[config.mk]
export PLATFORM = sky130hd
export DESIGN_NAME = register_bank
export DESIGN_NICKNAME = d
export VERILOG_FILES = /design/src/rtl/register_bank_pkg.sv /design/src/rtl/register_cell.sv /design/src/rtl/register_bank.sv
export SDC_FILE = /design/constraint.sdc
export NUM_CORES = 1
export LEC_CHECK = 0
export ABC_AREA = 1
export BUFFER_PORTS_ARGS = -buffer_cell sky130_fd_sc_hd__buf_2
export CORE_MARGIN = 5
export CORE_UTILIZATION = 55
export CTS_CLUSTER_SIZE = 25
export DETAILED_ROUTE_END_ITERATION = 12
export HOLD_SLACK_MARGIN = 0.05
export PLACE_DENSITY = 0.78
export SLEW_MARGIN = 20
export SYNTH_ARGS = -nofsm -noshare
export SYNTH_HDL_FRONTEND = slang
export SYNTH_SLANG_ARGS = --single-unit
[constraint.sdc]
create_clock -name Clock -period 2.57 [get_ports Clock]
set_clock_uncertainty 0.1 [all_clocks]
set_input_delay 0.514 -clock Clock [delete_from_list [all_inputs] [get_ports Clock]]
set_output_delay 0.514 -clock Clock [all_outputs]
set_load 0.05 [all_outputs]
[src/rtl/register_bank_pkg.sv]
`default_nettype none
// ============================================================================
// Module      : register_bank_pkg
// Description : Shared FunSel operation encodings for the register bank and
//               its per-register cell. Other files reach these constants
//               with import register_bank_pkg::*.
// Revision    : 1.0 - initial release
// ============================================================================
package register_bank_pkg;

    localparam int c_FUNSEL_W = 3;

    localparam logic [c_FUNSEL_W-1:0] c_FS_DEC     = 3'b000; // Q - 1
    localparam logic [c_FUNSEL_W-1:0] c_FS_INC     = 3'b001; // Q + 1
    localparam logic [c_FUNSEL_W-1:0] c_FS_LOAD    = 3'b010; // Q <= I
    localparam logic [c_FUNSEL_W-1:0] c_FS_CLR     = 3'b011; // Q <= 0
    localparam logic [c_FUNSEL_W-1:0] c_FS_ZEXT    = 3'b100; // zero-extended low half of I
    localparam logic [c_FUNSEL_W-1:0] c_FS_LOAD_LO = 3'b101; // low half <= I low half
    localparam logic [c_FUNSEL_W-1:0] c_FS_LOAD_HI = 3'b110; // high half <= I low half
    localparam logic [c_FUNSEL_W-1:0] c_FS_SEXT    = 3'b111; // sign-extended low half of I

    // FunSel codes that reset the sticky Wrap flag of an enabled register.
    function automatic logic fs_clears_wrap(input logic [c_FUNSEL_W-1:0] fs);
        return (fs == c_FS_LOAD) || (fs == c_FS_CLR) ||
               (fs == c_FS_ZEXT) || (fs == c_FS_SEXT);
    endfunction

endpackage : register_bank_pkg
`default_nettype wire

[src/rtl/register_cell.sv]
`default_nettype none
// ============================================================================
// Module      : register_cell
// Description : One WIDTH-bit register plus its sticky Wrap flag.
//   Clock   in   rising-edge clock
//   Reset   in   asynchronous active-low reset
//   I       in   write data
//   FunSel  in   operation (register_bank_pkg encodings)
//   En      in   register enable; when low Q and Wrap hold
//   ClrWrap in   sticky Wrap clear (works even when En is low)
//   Q       out  current register value
//   Wrap    out  sticky wrap flag
// Revision    : 1.0 - initial release
// ============================================================================
module register_cell
    import register_bank_pkg::*;
#(
    parameter int WIDTH    = 16,
    parameter int SATURATE = 0
) (
    input  logic                  Clock,
    input  logic                  Reset,
    input  logic [WIDTH-1:0]      I,
    input  logic [c_FUNSEL_W-1:0] FunSel,
    input  logic                  En,
    input  logic                  ClrWrap,
    output logic [WIDTH-1:0]      Q,
    output logic                  Wrap
);

    localparam int c_HALF = WIDTH / 2;

    logic [WIDTH-1:0] r_q;
    logic             r_wrap;
    logic [WIDTH-1:0] w_next_q;
    logic             w_wrap_set;
    logic             w_all_ones;
    logic             w_is_zero;

    assign w_all_ones = &r_q;
    assign w_is_zero  = ~|r_q;

    always_comb begin
        w_next_q   = r_q;
        w_wrap_set = 1'b0;
        case (FunSel)
            c_FS_DEC: begin
                w_wrap_set = w_is_zero;
                // In saturating mode the boundary value simply holds.
                if (!(SATURATE != 0 && w_is_zero)) begin
                    w_next_q = r_q - 1'b1;
                end
            end
            c_FS_INC: begin
                w_wrap_set = w_all_ones;
                if (!(SATURATE != 0 && w_all_ones)) begin
                    w_next_q = r_q + 1'b1;
                end
            end
            c_FS_LOAD:    w_next_q = I;
            c_FS_CLR:     w_next_q = '0;
            c_FS_ZEXT:    w_next_q = {{c_HALF{1'b0}}, I[c_HALF-1:0]};
            c_FS_LOAD_LO: w_next_q = {r_q[WIDTH-1:c_HALF], I[c_HALF-1:0]};
            c_FS_LOAD_HI: w_next_q = {I[c_HALF-1:0], r_q[c_HALF-1:0]};
            c_FS_SEXT:    w_next_q = {{c_HALF{I[c_HALF-1]}}, I[c_HALF-1:0]};
            default:      w_next_q = r_q;
        endcase
    end

    always_ff @(posedge Clock or negedge Reset) begin
        if (!Reset) begin
            r_q    <= '0;
            r_wrap <= 1'b0;
        end else begin
            if (En) begin
                r_q <= w_next_q;
            end
            // A new wrap event wins over any clear arriving on the same edge.
            if (En && w_wrap_set) begin
                r_wrap <= 1'b1;
            end else if (ClrWrap) begin
                r_wrap <= 1'b0;
            end else if (En && fs_clears_wrap(FunSel)) begin
                r_wrap <= 1'b0;
            end
        end
    end

    assign Q    = r_q;
    assign Wrap = r_wrap;

endmodule : register_cell
`default_nettype wire

[src/rtl/register_bank.sv]
`default_nettype none
// ============================================================================
// Module      : register_bank
// Description : NREG registers of WIDTH bits sharing one FunSel operation,
//               applied to every register enabled in RegSel, with two
//               combinational read ports, per-register Zero flags and sticky
//               per-register Wrap flags.
//   Clock            in   rising-edge clock
//   Reset            in   asynchronous active-low reset
//   I                in   write data
//   FunSel           in   operation for enabled registers
//   RegSel           in   per-register enable mask
//   ClrWrap          in   per-register sticky Wrap clear
//   OutASel/OutBSel  in   read-port selects (>= NREG reads 0)
//   OutA/OutB        out  selected register value (no write bypass)
//   Zero             out  bit k set when register k is zero
//   Wrap             out  sticky wrap flags
// Revision    : 1.0 - initial release
// ============================================================================
module register_bank
    import register_bank_pkg::*;
#(
    parameter int WIDTH    = 16,
    parameter int NREG     = 4,
    parameter int SATURATE = 0
) (
    input  logic                    Clock,
    input  logic                    Reset,
    input  logic [WIDTH-1:0]        I,
    input  logic [c_FUNSEL_W-1:0]   FunSel,
    input  logic [NREG-1:0]         RegSel,
    input  logic [NREG-1:0]         ClrWrap,
    input  logic [$clog2(NREG)-1:0] OutASel,
    input  logic [$clog2(NREG)-1:0] OutBSel,
    output logic [WIDTH-1:0]        OutA,
    output logic [WIDTH-1:0]        OutB,
    output logic [NREG-1:0]         Zero,
    output logic [NREG-1:0]         Wrap
);

    localparam int c_SEL_W = $clog2(NREG);

    generate
        if ((WIDTH % 2) != 0 || WIDTH < 4 || NREG < 2 ||
            (SATURATE != 0 && SATURATE != 1)) begin : g_param_check
            $error("register_bank: illegal parameters WIDTH=%0d NREG=%0d SATURATE=%0d",
                   WIDTH, NREG, SATURATE);
        end
    endgenerate

    logic [WIDTH-1:0] w_q [NREG];

    generate
        for (genvar k = 0; k < NREG; k++) begin : g_cell
            register_cell #(
                .WIDTH    (WIDTH),
                .SATURATE (SATURATE)
            ) u_cell (
                .Clock   (Clock),
                .Reset   (Reset),
                .I       (I),
                .FunSel  (FunSel),
                .En      (RegSel[k]),
                .ClrWrap (ClrWrap[k]),
                .Q       (w_q[k]),
                .Wrap    (Wrap[k])
            );
            assign Zero[k] = (w_q[k] == '0);
        end
    endgenerate

    // Loop-based mux: a select with no matching register leaves the output 0,
    // which covers select values >= NREG when NREG is not a power of two.
    always_comb begin
        OutA = '0;
        OutB = '0;
        for (int k = 0; k < NREG; k++) begin
            if (OutASel == c_SEL_W'(k)) begin
                OutA = w_q[k];
            end
            if (OutBSel == c_SEL_W'(k)) begin
                OutB = w_q[k];
            end
        end
    end

endmodule : register_bank
`default_nettype wire

Word level (Yosys, flattened, before mapping)
Cells that the tools add are included.
{"block": "totals", "reg_bits": 68, "input_bits": 33, "output_inout_bits": 40, "word_cells": 105}
{"block": "classes", "n_addsub": 8, "n_eq_ne": 13, "muxes": 28, "bitwise": 2, "reduce_logical": 42}
{"op": "$pmux 16 s8", "count": 4}
{"op": "$mux 16", "count": 8}
{"op": "$add 16x1->16 const B", "count": 4}
{"op": "$logic_not 16->1", "count": 4}
{"op": "$reduce_and 16->1", "count": 4}
{"op": "$reduce_or 16->1", "count": 4}
{"op": "$sub 16x1->16 const B", "count": 4}
{"op": "$reduce_and 2->1", "count": 8}
{"op": "$eq 3x3->1 const B", "count": 4}
{"op": "$mux 1", "count": 12}
{"op": "$reduce_bool 3->1", "count": 4}
{"op": "$eq 2x2->1 const B", "count": 4}
{"op": "$logic_and 1x1->1", "count": 8}
{"op": "$pmux 1 s2", "count": 4}
{"op": "$eq 3x2->1 const B", "count": 2}
{"op": "$eq 2x1->1 const B", "count": 2}
{"op": "$logic_not 1->1", "count": 4}
{"op": "$logic_not 2->1", "count": 2}
{"op": "$eq 3x1->1 const B", "count": 1}
{"op": "$logic_not 3->1", "count": 1}
{"op": "$logic_or 1x1->1", "count": 3}
{"op": "$not 1->1", "count": 2}

Longest topological paths before layout
{"block": "depth", "depth_word": 8, "mapped_depth": 13}

By module
A second synthesis with hierarchy kept.
{"block": "hier_totals", "hier_cells": 1577, "hier_area_um2": 9307.7}
{"module": "register_cell (g_cell[1].u_cell ...)", "instances": 3, "cells_per_inst": 321, "area_per_inst_um2": 1958.1}
{"module": "register_cell (g_cell[0].u_cell)", "instances": 1, "cells_per_inst": 322, "area_per_inst_um2": 1978.1}
{"module": "register_bank", "instances": 1, "cells_per_inst": 292, "area_per_inst_um2": 1455.1}

Least setup slack after synthesis
No wires, ideal clock.
{"block": "synth_path", "path_type": "input to register", "startpoint": "input port FunSel[1]", "endpoint": "register g_cell[3].u_cell.r_q[8]", "setup_time_ns": 0.121, "arrival_time_ns": 2.973, "t_required_ns": 2.349, "path_slack_ns": -0.624, "path_stages": 12, "n_path_buf": 1, "cell_sequence": "buf_2 nor2_4 nand2_2 inv_1 fa_1 inv_1 nand3_1 nand3_1 a21oi_1 or2_2 nand3_1 a21oi_1"}
{"block": "synth_via", "elab_chain_len": 3, "word_cells_on_any_way": 11, "cone_classes": "eq/ne (7); mux (1); bitwise (1); reduce/logical (2)"}
{"element": "from (decl)", "line_no": "register_bank.sv:30", "text": "input logic [c_FUNSEL_W-1:0] FunSel,"}
{"element": "branches (longest 3 deep; another with $pmux 16 s8)"}
{"element": "to (signal assigned)", "line_no": "register_cell.sv:76", "text": "r_q <= w_next_q;"}
{"element": "to (decl)", "line_no": "register_cell.sv:33", "text": "logic [WIDTH-1:0] r_q;"}
Parallel ways; which one is timed is not known.
A chain may end at the register's enable or synchronous reset.

Final worst setup path
{"block": "layout_path", "startpoint": "input port OutASel[1]", "endpoint": "output port OutA[7]"}
{"block": "layout_via", "elab_chain_len": 5, "word_cells_on_any_way": 8, "cone_classes": "eq/ne (3); mux (4); reduce/logical (1)"}
{"element": "from (decl)", "line_no": "register_bank.sv:33", "text": "input logic [$clog2(NREG)-1:0] OutASel,"}
{"element": "$logic_not 2->1", "line_no": "register_bank.sv:78", "text": "if (OutASel == c_SEL_W'(k)) begin"}
{"element": "$mux 16 (3 in a row)", "line_no": "register_bank.sv:78"}
{"element": "$mux 16 *", "line_no": "register_bank.sv:78"}
{"element": "to (decl)", "line_no": "register_bank.sv:35", "text": "output logic [WIDTH-1:0] OutA,"}
Every way passes the cells marked *; elsewhere a longest branch is shown, timed or not.

==> PnR_summary.wiki <==
{| class="wikitable"
! Metric !! Value
|-
| Sum of overflow across all layers after global routing || 0
|-
| CTS clk-pin slew, worst paths || 0.06 ns
|-
| Yosys warning count || 0
|-
| Fraction of synthesized cell area in xor and xnor cells || 1.22%
|-
| Number of instances resized during post-cts repair || 0
|-
| EDFF count, synth || 0
|-
| Number of top-level design ports || 73
|-
| Final cell count without fillers || 1609
|-
| Number of buffers on the longest clock path || 2
|-
| Number of antenna-violating nets in the routed design || 0
|-
| Largest family of logic cells by synthesized area || simple AND/OR/NAND/NOR gates
|-
| Placement Rows || 43
|-
| Post-synth top area share || roughly 22%
|-
| First-pass detailed-route iteration total || 7
|-
| Vias in the first global route || 8337
|-
| Worst min-delay path category || in2async
|-
| Number of vias in the routed layout || roughly 9200
|-
| Delay of the slowest cell on the worst path || about 0.35 ns
|-
| CP max FO || 14
|-
| Via/cell ratio || approximately 5.7
|-
| Antenna fix cells || 0
|-
| Distinct cells, synth || 33
|-
| Proportion of layout cells with a drive suffix above 1 || under 10%
|-
| Power density relative to cell area || about 670 mW/mm^2
|-
| Final worst path period share || between 90% and 100%
|-
| Levels on crit path || 7
|-
| Area after DPL || 0.00856 sq mm
|-
| Status || complete, no violations
|-
| Proportion of synthesized flip-flops having asynchronous set or reset || 100%
|-
| Post-layout instance area || 0.00889 sq mm
|-
| Mapped Cells || between 1000 and 1500
|-
| Required @ worst endpoint || 1.96 ns
|-
| Adder-Cell Fraction of Synth Area || 11.0%
|-
| Count of pins over their slew limit || 0
|-
| Placeable core region || between 0.01 and 0.015 sq mm
|-
| Post-synth top cells || sky130_fd_sc_hd__nand2_1 (415), sky130_fd_sc_hd__inv_1 (220), sky130_fd_sc_hd__nor2_1 (157)
|-
| Final-report hold violation count || 0
|-
| Chip width || roughly 130 microns
|-
| Port bufs || 72
|-
| GR Util All Layers || around 32%
|-
| Cell with the most instances after synthesis || sky130_fd_sc_hd__nand2_1
|-
| CP cell instances || buf_2 > inv_1 > nand2_1 > o22ai_1 > a21oi_1 > o21ai_0 > buf_2
|-
| Cell occurring most often along the worst timing path || sky130_fd_sc_hd__buf_2
|-
| Flop and latch count out of synthesis || a little under 70
|-
| Post-placement cell count || roughly 1600
|-
| Startpoint class of the critical path || input port
|-
| Synth Net Count || 1445
|-
| Setup Crit Path Kind || in2out
|-
| Complex-gate fraction of the synthesized area || ~15%
|-
| Most area-consuming cells after synthesis || sky130_fd_sc_hd__dfrtp_1 (22%), sky130_fd_sc_hd__nand2_1 (20%), sky130_fd_sc_hd__inv_1 (10%)
|-
| Routability-driven placement congestion ratio || roughly 1.0
|-
| Min Tclk post-route || between 2 and 2.5 ns
|-
| Basic-gate share of the synthesized area counting and, or, nand and nor cells || just under 40%
|-
| IR Drop Worst-Case VDD || around 0.00033 V
|-
| Worst max-slew margin expressed relative to the limit || about three fifths
|-
| Critical Path AT || between 1.5 and 2 ns
|-
| TritonCTS clock tree || yes
|-
| Pin count of the biggest net entering global routing || 69
|-
| Worst-margin pin slew || about 0.6 ns
|-
| Leakage dissipation || 5.04 nW
|-
| Unrepaired setup endpoints after global routing || false
|-
| Final #Nets || between 1500 and 2000
|-
| Crit. End Element || output pin
|-
| Worst path slowest cell || sky130_fd_sc_hd__buf_2
|-
| Antenna violations before repair || 0
|-
| Total power consumption of the routed design || 5.98 mW
|-
| Maximum clock frequency || approximately 400 MHz
|-
| Wire length after detailed routing || between 20000 and 30000 microns
|-
| DR DRC count || 0
|-
| Count of cells along the worst register-to-register path || 9
|-
| Dominant synthesized flop cell || sky130_fd_sc_hd__dfrtp_1
|-
| Avg Inst Size Synth || 5.86 sq um
|-
| Clk root buf || sky130_fd_sc_hd__clkbuf_16
|-
| Source-to-sink clock delay at the later pin of the worst-skew pair || 0.33 ns
|-
| Final HPWL from detailed placement || around 21000 microns
|-
| Library cell with the largest summed area after synthesis || sky130_fd_sc_hd__dfrtp_1
|-
| Area enclosed by the die boundary || about 0.017 sq mm
|-
| Avg WL per Cell || between 15 and 20 microns
|-
| Clock Sink Count || 68
|-
| Share of the yosys chip area belonging to registers || 21.6%
|-
| Hold bufs inserted after CTS || 0
|-
| Max-cap violations || 0
|-
| Area added between synthesis and finish || 12.8%
|-
| Number of buffers and inverters on the critical path || 3
|-
| Number of levels in the clock H-tree || 3
|-
| Area of the mapped netlist || 0.00788 sq mm
|-
| Height of the die || between 100 and 150 microns
|-
| CTS Buf Count || 9
|-
| Starting Density || about 56%
|-
| Iteration-0 DRC Markers || approximately 1000
|-
| Delay-heaviest family, CP || compound AO/OA/AOI/OAI gates
|-
| First-pass GRT wire length || 42500 microns
|-
| Mux share of post-synthesis cell area || 0%
|-
| Post-CTS setup-driven buffer insertion count || 0
|-
| Final setup vio count || 0
|}
[placed cells by master, fill, tap and decap left out]
cell                        count
sky130_fd_sc_hd__nand3_1       89
sky130_fd_sc_hd__clkbuf_8       1
sky130_fd_sc_hd__or2_2          2
sky130_fd_sc_hd__nand2_2        5
sky130_fd_sc_hd__nor2_4         1
sky130_fd_sc_hd__ha_1          63
sky130_fd_sc_hd__buf_2         71
sky130_fd_sc_hd__buf_12         4
sky130_fd_sc_hd__dfrtp_1       68
sky130_fd_sc_hd__nand3b_1      12
sky130_fd_sc_hd__o21ai_0       42
sky130_fd_sc_hd__o22a_1         2
sky130_fd_sc_hd__o21ai_1        4
sky130_fd_sc_hd__and2_1         2
sky130_fd_sc_hd__clkbuf_1       1
sky130_fd_sc_hd__nand2_8        1
sky130_fd_sc_hd__a22oi_1        7
sky130_fd_sc_hd__fa_1           4
sky130_fd_sc_hd__xor2_1         9
sky130_fd_sc_hd__a32o_1         1
sky130_fd_sc_hd__nor2_1       157
sky130_fd_sc_hd__a21oi_1      109
sky130_fd_sc_hd__nand2_1      414
sky130_fd_sc_hd__inv_1        220
sky130_fd_sc_hd__o22ai_1       22
sky130_fd_sc_hd__nor4_1         6
sky130_fd_sc_hd__clkbuf_16      9
sky130_fd_sc_hd__o2111ai_1      1
sky130_fd_sc_hd__nor4_2         1
sky130_fd_sc_hd__buf_4         20
sky130_fd_sc_hd__inv_2          8
sky130_fd_sc_hd__and3_1         1
sky130_fd_sc_hd__xnor2_1        2
sky130_fd_sc_hd__a31oi_1       14
sky130_fd_sc_hd__nor3_1        14
sky130_fd_sc_hd__a221oi_1       9
sky130_fd_sc_hd__bufinv_16      2
sky130_fd_sc_hd__clkinv_2       3
sky130_fd_sc_hd__nand4_1       28
[where the power goes]
group	switching (mW)	total [mW]	internal [mW]
Clock	0.484	1.36	0.872
Sequential	0.300	1.54	1.24
Combinational	2.10	3.09	0.993
Total	2.88	5.98	3.10
[through the flow]
stage | util, % | TNS, ns | hold slack, ns | worst slack [ns]
global route | 63.5 | 0 | 0.138 | 0.0256
finish | 63.5 | 0 | 0.0952 | 0.0760
floorplan | - | -0.00339 | 0.118 | -0.00175
global placement | 61.2 | 0 | 0.394 | 0.0636
CTS | 63.5 | 0 | 0.117 | 0.105
detailed placement | 61.2 | 0 | 0.402 | 0.00941
[cell type report]
type / count / area [sq um]
inverters: 228 / 856
clock buffers: 11 / 243
clock inverters: 5 / 75.1
well taps: 180 / 225
multi-input cells: 1022 / 5200
fillers: 1385 / 5100
flip-flops and latches: 68 / 1700
repair buffers: 95 / 586
[cells by family after synthesis]
family,Yosys count
AOI/OAI and AO/OA,211
DFF,68
buffers and inverters,255
adders and majority gates,67
xor gates and xnor gates,11
and+or+nand+nor,733
[final timing paths]
check	from	to	slack, ns
max	OutASel[1]	OutA[7]	0.08
min	Reset	g_cell[0].u_cell.Q[3]	0.1
max reg2reg	g_cell[1].u_cell.Q[0]	g_cell[1].u_cell.Q[8]	0.51
min reg2reg	g_cell[0].u_cell.Wrap	g_cell[0].u_cell.Wrap	0.43
max in group asynchronous	Reset	g_cell[2].u_cell.Q[12]	1.95
min in group Clock	ClrWrap[0]	g_cell[0].u_cell.Wrap	0.32
[layer usage]
| metal | track usage (%) | up-vias | wire [microns] |
|---|---|---|---|
| met5 | 0 | - | 0 |
| met4 | 17.8 | 0 | 1660 |
| met3 | 3.42 | 106 | 2100 |
| met2 | 49.9 | 413 | 12000 |
| met1 | 44.1 | 4174 | 11400 |
| li1 | - | 4513 | - |
[state kept, by name, summed over array words and instances, names as in the netlist]
register and flops:
g_cell.u_cell.Q 64, g_cell.u_cell.Wrap 4
[worst register-to-register path: stages (launching register included)]
cell and delay (ns):
sky130_fd_sc_hd__dfrtp_1 0.37, sky130_fd_sc_hd__inv_1 0.13, sky130_fd_sc_hd__fa_1 0.44, sky130_fd_sc_hd__inv_1 0.14
sky130_fd_sc_hd__nand3_1 0.09, sky130_fd_sc_hd__nand3_1 0.16, sky130_fd_sc_hd__a21oi_1 0.10, sky130_fd_sc_hd__or2_2 0.28
sky130_fd_sc_hd__nand3_1 0.07, sky130_fd_sc_hd__a21oi_1 0.07
Note: power is estimated with default switching activity, not from simulation.
